<file path="config.mk">
export PLATFORM = sky130hd
export DESIGN_NAME = seq_shift_add_multiplier
export DESIGN_NICKNAME = d
export VERILOG_FILES = /design/src/rtl/seq_shift_add_multiplier.sv
export SDC_FILE = /design/constraint.sdc
export NUM_CORES = 1
export LEC_CHECK = 0
export ABC_AREA = 1
export CELL_PAD_IN_SITES_DETAIL_PLACEMENT = 0
export CELL_PAD_IN_SITES_GLOBAL_PLACEMENT = 2
export CORE_ASPECT_RATIO = 0.9
export CORE_MARGIN = 1.5
export CORE_UTILIZATION = 35
export DETAILED_ROUTE_END_ITERATION = 7
export PLACE_DENSITY_LB_ADDON = 0.15
export SETUP_SLACK_MARGIN = 0.02
export SKIP_CTS_REPAIR_TIMING = 1
export SKIP_LAST_GASP = 1
export SLEW_MARGIN = 30
export SYNTH_ARGS = -nofsm -noshare
export SYNTH_HDL_FRONTEND = slang
export SYNTH_SLANG_ARGS = --single-unit
export TNS_END_PERCENT = 5
</file>
<file path="constraint.sdc">
create_clock -name clk -period 6 [get_ports clk]
set_input_delay 1.5 -clock clk [delete_from_list [all_inputs] [get_ports clk]]
set_output_delay 1.5 -clock clk [all_outputs]
set_load 0.02 [all_outputs]
</file>
<file path="src/rtl/seq_shift_add_multiplier.sv">
// Sequential shift-add multiplier (unsigned or two's-complement), one multiplier bit per cycle.
// Latency N cycles from accepted start to the done pulse; start is ignored while busy is high.
module seq_shift_add_multiplier #(
    parameter int M = 8,
    parameter int N = 8
) (
    input  logic             clk,
    input  logic             rst,
    input  logic             start,
    input  logic             signed_mode,
    input  logic [M-1:0]     A,
    input  logic [N-1:0]     B,
    output logic             busy,
    output logic             done,
    output logic [M+N-1:0]   C
);

    localparam int W  = M + N;
    localparam int IW = $clog2(N);
    localparam logic [IW-1:0] LAST = IW'(N - 1);

    typedef enum logic [1:0] {
        IDLE = 2'd0,
        RUN  = 2'd1,
        DONE = 2'd2
    } state_t;

    state_t          state_q, state_d;
    logic [M-1:0]    a_q, a_d;
    logic [N-1:0]    b_q, b_d;
    logic            sgn_q, sgn_d;
    logic [W-1:0]    acc_q, acc_d;
    logic [IW-1:0]   i_q, i_d;
    logic [W-1:0]    c_q, c_d;

    logic [W-1:0]    ext_a;
    logic [W-1:0]    term;
    logic [W-1:0]    acc_nxt;

    always_ff @(posedge clk or posedge rst) begin
        if (rst) begin
            state_q <= IDLE;
            a_q     <= '0;
            b_q     <= '0;
            sgn_q   <= 1'b0;
            acc_q   <= '0;
            i_q     <= '0;
            c_q     <= '0;
        end else begin
            state_q <= state_d;
            a_q     <= a_d;
            b_q     <= b_d;
            sgn_q   <= sgn_d;
            acc_q   <= acc_d;
            i_q     <= i_d;
            c_q     <= c_d;
        end
    end

    always_comb begin
        state_d = state_q;
        a_d     = a_q;
        b_d     = b_q;
        sgn_d   = sgn_q;
        acc_d   = acc_q;
        i_d     = i_q;
        c_d     = c_q;
        ext_a   = sgn_q ? {{N{a_q[M-1]}}, a_q} : {{N{1'b0}}, a_q};
        term    = ext_a << i_q;
        acc_nxt = acc_q;

        // MSB of a signed multiplier carries negative weight, so its term is subtracted.
        if (b_q[i_q]) begin
            if (sgn_q && (i_q == LAST)) begin
                acc_nxt = acc_q - term;
            end else begin
                acc_nxt = acc_q + term;
            end
        end

        case (state_q)
            IDLE, DONE: begin
                if (start) begin
                    a_d     = A;
                    b_d     = B;
                    sgn_d   = signed_mode;
                    acc_d   = '0;
                    i_d     = '0;
                    state_d = RUN;
                end else begin
                    state_d = IDLE;
                end
            end
            RUN: begin
                acc_d = acc_nxt;
                if (i_q == LAST) begin
                    c_d     = acc_nxt;
                    state_d = DONE;
                end else begin
                    i_d = i_q + IW'(1);
                end
            end
            default: state_d = IDLE;
        endcase
    end

    assign busy = (state_q == RUN);
    assign done = (state_q == DONE);
    assign C    = c_q;

endmodule

</file>
==> flow_summary.toml <==
[outcome]
status = "finished with violations"
violations = "design-rule violations"

[placed_design]
portBuffers = 37
post-place-ws_ns = 2.15
hpwl_mm = 6.85
dp_cells = 685
place_congestion = 0.884

[timing]
setup-violations-final = 0
setup_slack_ns = 2.11
fin_crit_ns = 3.89
slew_viol_final = 0
finalClockSkew_ns = 0.00334
fin_crit_sh_pct = 64.9
clock.fmax_mhz = 257
timing.hold.ws_ns = 0.480
tightest_slew_ns = 0.850
tns_ns = 0
max_slew_margin_pct = 43.3
rsz0062_at_grt = "no"
hold_viol_final = 0

[drt]
wl_per_cell_um = 13.2
vias = 3325
drt_pass1_iterations = 6
drt_wl_total_mm = 9.14
drc = 4
drt_iter0_markers = 143
final_antenna_net_count = 0
viasPerCell = 4.80

[die]
die_h_um = 101
core_area_um2 = 10300
io_pins = 38
initial_core_util_pct = 36.3
rows = 35
die-area_um2 = 11400
die_x_um = 112

[setup_path]
r2r_setup_slack_ns = 2.11
path_max_fanout = 15
crit_path_end_kind = "register"
critPathLaunchType = "register"
cp.required_ns = 6.21
critPathKind = "reg -> reg"
crit_arrival_ns = 4.10

[clock_network]
path_clk_slew_ns = 0.07
tritoncts = "yes"
root_buffer = "clkbuf_16"
htreeDepth = 2
clk_latency_ns = 0.29
clock-sinks = 54
cts.path.max_buffers = 2
cts_made_buffers = 5

[global_route]
grt_max_degree = 55
grt_pass1_wl_mm = 15.8
grt_overflow = 0
antenna_found_initial = 0
first_global_vias = 3207
grt.total_usage_pct = 17.3

[logic_synthesis]
synthArstFlopShare_pct = 100
synth_top_area_share_pct = 36.0
synth_cells = 533
synth-seq-area-share_pct = 36.0
yosysWarnings = 0
synth_cell_type_count = 41
synth_area_per_cell_um2 = 7.04
synth_area_leader_cell = "dfrtp_1"
synth_area_um2 = 3750
ys.flop_type = "dfrtp_1"
synthesis.nets = 572
synthTopCellsByArea = "dfrtp_1 (36%), nand2_1 (20%), o21ai_0 (6.1%)"
synth-seq-cells = 54
synth-edff-count = 0

[finish]
final_cells = 693
syn_to_final_growth_pct = 16.3
n_fill_cell = 1064
drive_above_1_share_pct = 7.62
final_nets = 602
diodes = 0

[min_path]
hold_path_class = "reg -> reg"

[run]
max_cap_violations = 0
kinds of logic (layout without fill, tap and decap cells):
family          count (synthesis)  in the layout  synth area share [%]
compound gates                 90             90                  13.3
simple gates                  292            292                  33.9
xor+xnor                       14             14                  3.27
flops                          54             54                  36.0
buf+inv                        64             95                  7.00
fa+ha+maj                      19             19                  6.53
per-stage QoR:
stage,instance area (um^2),utilization (%)
floorplan,3750,-
global placement,4220,40.8
detailed placement,4220,40.8
CTS,4370,42.2
global route,4370,42.2
finish,4370,42.2
cells in the mapped netlist, types with 2 or more instances:
cell,count
a21boi_0,2
a21oi_1,19
a22oi_1,2
a31oi_1,2
and2_1,3
buf_2,6
buf_4,2
clkbuf_1,6
dfrtp_1,54
ha_1,18
inv_1,44
inv_2,3
nand2_1,195
nand2_2,9
nand3_1,37
nand3_2,8
nor2_1,26
nor2_2,4
nor2_4,2
nor3_1,2
o21ai_0,46
o21ai_1,5
o21bai_1,3
o22ai_1,4
or2_2,3
xnor2_1,4
xor2_1,10
layer usage:
| layer | wire [um] | part of all wire, % | up-vias | GRT usage (%) |
|---|---|---|---|---|
| met3 | 278 | 3.0 | 7 | 3.05 |
| met1 | 4940 | 54 | 1496 | 24.3 |
| met4 | 75 | 0.82 | 0 | 3.99 |
| li1 | - | - | 1780 | - |
| met5 | 0 | 0 | - | 0 |
| met2 | 3840 | 42 | 42 | 28.1 |
final cells by class:
type	count	area [um^2]	share of cell area (%)
clock buffer	7	143	3.27
clock inverter	1	5.00	0.115
inverter	48	180	4.13
multi-input combinational	415	2140	49.0
sequential	54	1350	31.0
tap	129	161	3.70
timing repair buffer	39	385	8.83
cell usage in the layout, fill, tap and decap left out, types with 5 or more instances in the layout:
master	n
clkbuf_16	5
inv_1	43
nand3_1	37
xor2_1	10
clkdlybuf4s50_1	37
nand2_1	195
o21ai_0	46
dfrtp_1	54
nand2_2	9
ha_1	18
o21ai_1	5
nor2_1	26
a21oi_1	19
nand3_2	8
flip-flops by register name (all words and copies together) (netlist names):
| name | flops |
|---|---|
| b_q | 8 |
| a_q | 8 |
| acc_q | 16 |
| sgn_q | 1 |
| state_q | 2 |
| C | 16 |
| i_q | 3 |
critical path, stage by stage (launching register included):
cell and delay (ns):
dfrtp_1 0.63, inv_2 0.26, nand2_2 0.12, nand3_1 0.09, nand2_1 0.11, nand2_1 0.05, nand2_1 0.10, inv_1 0.07
nor2_1 0.15, nand3_1 0.12, nor3_2 0.21, nor2_1 0.08, xor2_1 0.15, ha_1 0.35, nand2_1 0.08, nand2_1 0.05
a31oi_1 0.13, nand3_1 0.20, a31o_2 0.26, or2_2 0.28, nand3_1 0.07, o21ai_1 0.09, o21ai_0 0.17
path summary, 6_finish.rpt:
| path | startpoint | cells past startpoint | to |
|---|---|---|---|
| setup / recovery | i_q[0] | 22 | C[13] |
| hold / removal | C[3] | 2 | C[3] |
| setup reg to reg | i_q[0] | 22 | C[13] |
| hold reg to reg | C[3] | 2 | C[3] |
| max in group asynchronous | rst | 3 | C[13] |
| min in group asynchronous | rst | 3 | b_q[0] |
Power is left out: the tool's default activity adds up to more than one toggle a clock period on the data nets, which glitch-free logic cannot reach.
==> RTL edit 1: new RTL, same settings <==
`N`: 8 -> 4.
--- a/src/rtl/seq_shift_add_multiplier.sv
+++ b/src/rtl/seq_shift_add_multiplier.sv
@@ -2,7 +2,7 @@
 // Latency N cycles from accepted start to the done pulse; start is ignored while busy is high.
 module seq_shift_add_multiplier #(
     parameter int M = 8,
-    parameter int N = 8
+    parameter int N = 4
 ) (
     input  logic             clk,
     input  logic             rst,
Ports: changed (resized B and C); port bits go from 38 to 30. The function was not compared with the original's and may differ.
==> RTL edit 1 against the original RTL <==
  * Routed wire length down 29%
  * Sequential cell count decreased by 13
  * Final area down 28%
  * Critical path depth is 2 lower
  * Sequential share of layout area increased by 1.6 points
  * Die area fell by 28%
  * Area after synthesis decreased by 29%
  * Setup slack improved by 0.47 ns
  * Count of clock-buffer cells in the layout shrank 2
  * Fmax grew 14%
Power is left out: the tool's default activity adds up to more than one toggle a clock period on the data nets, which glitch-free logic cannot reach.
==> RTL edit 1: results (changes against the original RTL) <==
Drt wl/cell: 13.7 µm (+4.0%)
DP Area: 3030 µm² (-28%)
Register area share after synthesis: 0.384 (+0.0239)
Post-synth top cells: 98 x nand2_1, 41 x dfrtp_1, 31 x o21ai_0, 30 x nand3_1, 29 x inv_1
Max transition margin: 0.608 (+0.175)
Post-synthesis mux area share: 0.0548 (+0.0548)
Grt met2 use: 0.295 (+0.0145)
CTS Buffer Depth: 2 (unchanged)
First DRT Iteration DRCs: 67 (-53%)
Largest net degree at the start of global routing: 42 (-24%)
First-pass GRT wire length: 11.1 mm (-30%)
Synth Area in XOR/XNOR: 0.0393 (+0.00666)
Grt met1 use: 0.233 (-0.0107)
Netlist cell types: 36 (-12%)
Filler Cell Count: 775 (-27%)
Post-Syn Nets: 376 (-34%)
CTS root buf: clkbuf_8
CP arrival: 3.58 ns (-0.52 ns)
Final Skew: 0.00892 ns (+0.00558 ns)
Worst-path fanout max: 12 (-3)
Global route total overflow: 0 (unchanged)
Compound-cell area share of the yosys netlist: 0.127 (-0.00579)
Global-route usage over all layers: 0.175 (+0.00155)
Post-DP HPWL: 5.15 mm (-25%)
Outcome: completed
PortBufs: 29 (-22%)
Largest cells by area after synthesis: dfrtp_1 38%, nand2_1 14%, ha_1 6.1%, o21ai_0 5.8%, nand3_1 5.6%
Drt via density: 4.91 (+2.3%)
Global Route met3 Usage: 0.0310 (+0.000508)
Clock slew at reported path FFs: 0.09 ns (+0.02 ns)
Vias in the first global route: 2,310 (-28%)
Nets: 403 (-33%)
Layout cell share with drive strength beyond 1: 0.102 (+0.0254)
[RTL edit 1: final cells by class]
cell class,instances,area [µm²],share of cell area
tap,96,120,0.0381
inverter,32,120,0.0381
timing repair buffer,30,298,0.0946
sequential,41,1030,0.326
clock inverter,3,46.3,0.0147
clock buffer,5,68.8,0.0219
multi-input combinational,263,1470,0.467
[RTL edit 1: logic make-up (layout without fill, tap and decap cells)]
family | after synthesis | in the layout
buffers and inverters | 42 | 70
AO/OA/AOI/OAI | 61 | 61
AND/OR/NAND/NOR | 163 | 163
flip-flops | 41 | 41
multiplexers | 13 | 13
adder cells (fa/ha/maj) | 14 | 14
XOR/XNOR | 12 | 12
[RTL edit 1: metal layers]
layer  routed length [µm]  vias up  part of all wire
met5                    0        -                 0
met4                   52        0            0.0081
met3                  144        4             0.022
met2                 3110       30              0.48
met1                 3140     1076              0.49
li1                     -     1197                 -
[RTL edit 1: stage by stage]
stage | setup slack [ns] | utilization | hold WS [ns] | instances
3_5_place_dp | 2.58 | 0.406 | 0.465 | 462
5_1_grt | 2.10 | 0.422 | 0.508 | 470
6_report | 2.58 | 0.422 | 0.485 | 470
3_3_place_gp | 2.62 | 0.406 | 0.464 | 462
4_1_cts | 2.56 | 0.422 | 0.489 | 470
2_1_floorplan | 3.15 | - | 0.470 | 346
[RTL edit 1: worst max-delay path, cell delays in order (launching register included)]
cell and delay, ns:
dfrtp_1 0.53, inv_2 0.24, nand2_1 0.09, and2_0 0.15
nor2_2 0.11, inv_1 0.07, ha_1 0.20, nand3_1 0.11
inv_1 0.05, a31oi_1 0.19, nor2_1 0.10, xor2_1 0.15
ha_1 0.35, a21oi_1 0.20, inv_1 0.06, a31oi_1 0.20
nand3_1 0.10, nand2_1 0.07, nand3_1 0.06, o21ai_0 0.13
o21ai_0 0.12
[RTL edit 1: final timing paths]
kind / start / end / slack [ns] / cells after the start
hold / removal: C[7] / C[7] / 0.48 / 2
hold reg to reg: C[7] / C[7] / 0.48 / 2
max in group asynchronous: rst / acc_q[3] / 4.00 / 3
min in group asynchronous: rst / state_q[1] / 1.63 / 3
setup / recovery: i_q[0] / acc_q[9] / 2.58 / 20
setup reg to reg: i_q[0] / acc_q[9] / 2.58 / 20
==> RTL edit 2: new RTL, same flow settings <==
Made on the original files. Take the reset off `a_q`, `b_q` and `c_q` and load them in a clocked block of their own.
--- a/src/rtl/seq_shift_add_multiplier.sv
+++ b/src/rtl/seq_shift_add_multiplier.sv
@@ -40,21 +40,21 @@
     always_ff @(posedge clk or posedge rst) begin
         if (rst) begin
             state_q <= IDLE;
-            a_q     <= '0;
-            b_q     <= '0;
             sgn_q   <= 1'b0;
             acc_q   <= '0;
             i_q     <= '0;
-            c_q     <= '0;
         end else begin
             state_q <= state_d;
-            a_q     <= a_d;
-            b_q     <= b_d;
             sgn_q   <= sgn_d;
             acc_q   <= acc_d;
             i_q     <= i_d;
-            c_q     <= c_d;
         end
+    end
+
+    always_ff @(posedge clk) begin
+        a_q <= a_d;
+        b_q <= b_d;
+        c_q <= c_d;
     end
 
     always_comb begin
Formal check against the unedited RTL: not equivalent (a bounded check fails within 10 cycles, from zero or initial values and one cycle with rst high; the reset may be asserted at any time).
==> RTL edit 2 against the original RTL <==
  * Fmax down 6.9%
  * Setup slack worse by 0.29 ns
  * Area after synthesis decreased by 4.6%
  * Sequential cell count unchanged
  * Routed wire length is 6.6% lower
  * Synthesized cell count is 18% lower
  * Final area down 4.0%
  * Largest cell class unchanged
  * Highest routed layer unchanged
Power is left out: the tool's default activity adds up to more than one toggle a clock period on the data nets, which glitch-free logic cannot reach.
==> RTL edit 2: results (changes against the original RTL) <==
CP startpoint: i_q[1]
Register area share after synthesis: 0.422 (+0.0622)
Post-DP HPWL: 6.48 mm (-5.5%)
Number of synthesized flops with an enable pin: 32 (+32)
Vias in the first global route: 2,899 (-9.6%)
Largest net degree at the start of global routing: 24 (-56%)
Grt met1 use: 0.264 (+0.0203)
PortBufs: 37 (unchanged)
Global-route usage over all layers: 0.177 (+0.00339)
First-pass GRT wire length: 14.8 mm (-6.0%)
Worst Tran Pin Value: 0.788 ns (-0.0624 ns)
Final hold violation count: 0 (unchanged)
DP Area: 4050 µm² (-4.1%)
Drt via density: 4.93 (+2.8%)
Post-synthesis adder-cell area fraction: 0.0685 (+0.00317)
Worst-path fanout max: 14 (-1)
Drt wl/cell: 14.3 µm (+8.6%)
Delay-heaviest family, CP: simple AND/OR/NAND/NOR gates
H-tree Lvls: 2 (unchanged)
Largest cells by area after synthesis: edfxtp_1 27%, dfrtp_1 15%, nand2_1 12%, ha_1 6.3%, nand3_1 4.6%
Class of the worst hold path: flop to flop
Min-delay src: acc_q[10]
Synth Area in XOR/XNOR: 0.0416 (+0.00893)
Number of detailed-route iterations in the first pass: 4 (-2)
Ant. Diodes: 0 (unchanged)
Slowest-stage cell, CP: dfrtp_1
Clk_lat worst skew: 0.30 ns
Grt met2 use: 0.263 (-0.0180)
Post-synth top cells: 115 x nand2_1, 42 x inv_1, 33 x nand3_1, 32 x edfxtp_1, 30 x nor2_1
RD Place Congestion: 0.820 (-7.2%)
Async SR Flop Fraction: 0.407 (-0.593)
CP arrival: 4.23 ns (+0.13 ns)
Crit-path max cell delay: 0.60 ns (-0.03 ns)
Final Skew: 0.00781 ns (+0.00447 ns)
CTS Buffer Depth: 2 (unchanged)
Global Route met3 Usage: 0.0304 (-0.0000974)
Post-Syn Nets: 474 (-17%)
Antenna violations before repair: 0 (unchanged)
CTS buffer count: 5 (unchanged)
Clock slew at reported path FFs: 0.07 ns (about the same)
First DRT Iteration DRCs: 193 (+35%)
Yosys Warn Count: 0 (unchanged)
Netlist cell types: 40 (-2.4%)
Layout cell share with drive strength beyond 1: 0.102 (+0.0259)
CTS root buf: clkbuf_16
Nets: 508 (-16%)
Compound-cell area share of the yosys netlist: 0.120 (-0.0128)
Outcome: completed
-- RTL edit 2: worst paths after layout --
check | endpoint | slack (ns) | cells past startpoint
max | C[13] | 1.82 | 18
min | acc_q[10] | 0.52 | 2
max reg2reg | C[13] | 1.82 | 18
min reg2reg | acc_q[10] | 0.52 | 2
max in group asynchronous | acc_q[14] | 4.09 | 2
min in group asynchronous | i_q[2] | 1.55 | 2
-- RTL edit 2: tightest hold or removal path, delay by kind of cell, from the launching register on --
family,cells,cell delay [ns]
flip-flops,1,0.38
AND/OR/NAND/NOR,2,0.12
-- RTL edit 2: through the flow --
stage                     std cells  utilization  setup WS [ns]
after global placement          588        0.412           1.81
final                           596        0.426           1.82
after CTS                       596        0.426           1.79
after global routing            596        0.426           1.33
after floorplan                 435            -           2.88
after detailed placement        588        0.412           1.81
-- RTL edit 2: per-layer routing --
layer  share of wire  vias to the layer above
met5               0                        -
met4           0.015                        0
met3           0.035                       11
met2            0.43                       52
met1            0.52                     1351
li1                -                     1526
-- RTL edit 2: cell type report --
| cell class | count | area, µm² |
|---|---|---|
| fill | 1003 | 5640 |
| multi-input combinational | 323 | 1820 |
| sequential | 54 | 1510 |
| timing repair buffer | 39 | 385 |
| inverter | 46 | 173 |
| tap | 126 | 158 |
| clock buffer | 6 | 129 |
| clock inverter | 2 | 13.8 |
-- RTL edit 2: cells by family (layout without fill, tap and decap cells) --
| group | count (synthesis) | in the layout |
|---|---|---|
| AOI/OAI and AO/OA | 72 | 72 |
| xor gates and xnor gates | 17 | 17 |
| adders and majority gates | 19 | 19 |
| buffers and inverters | 58 | 93 |
| DFF | 54 | 54 |
| and+or+nand+nor | 215 | 215 |
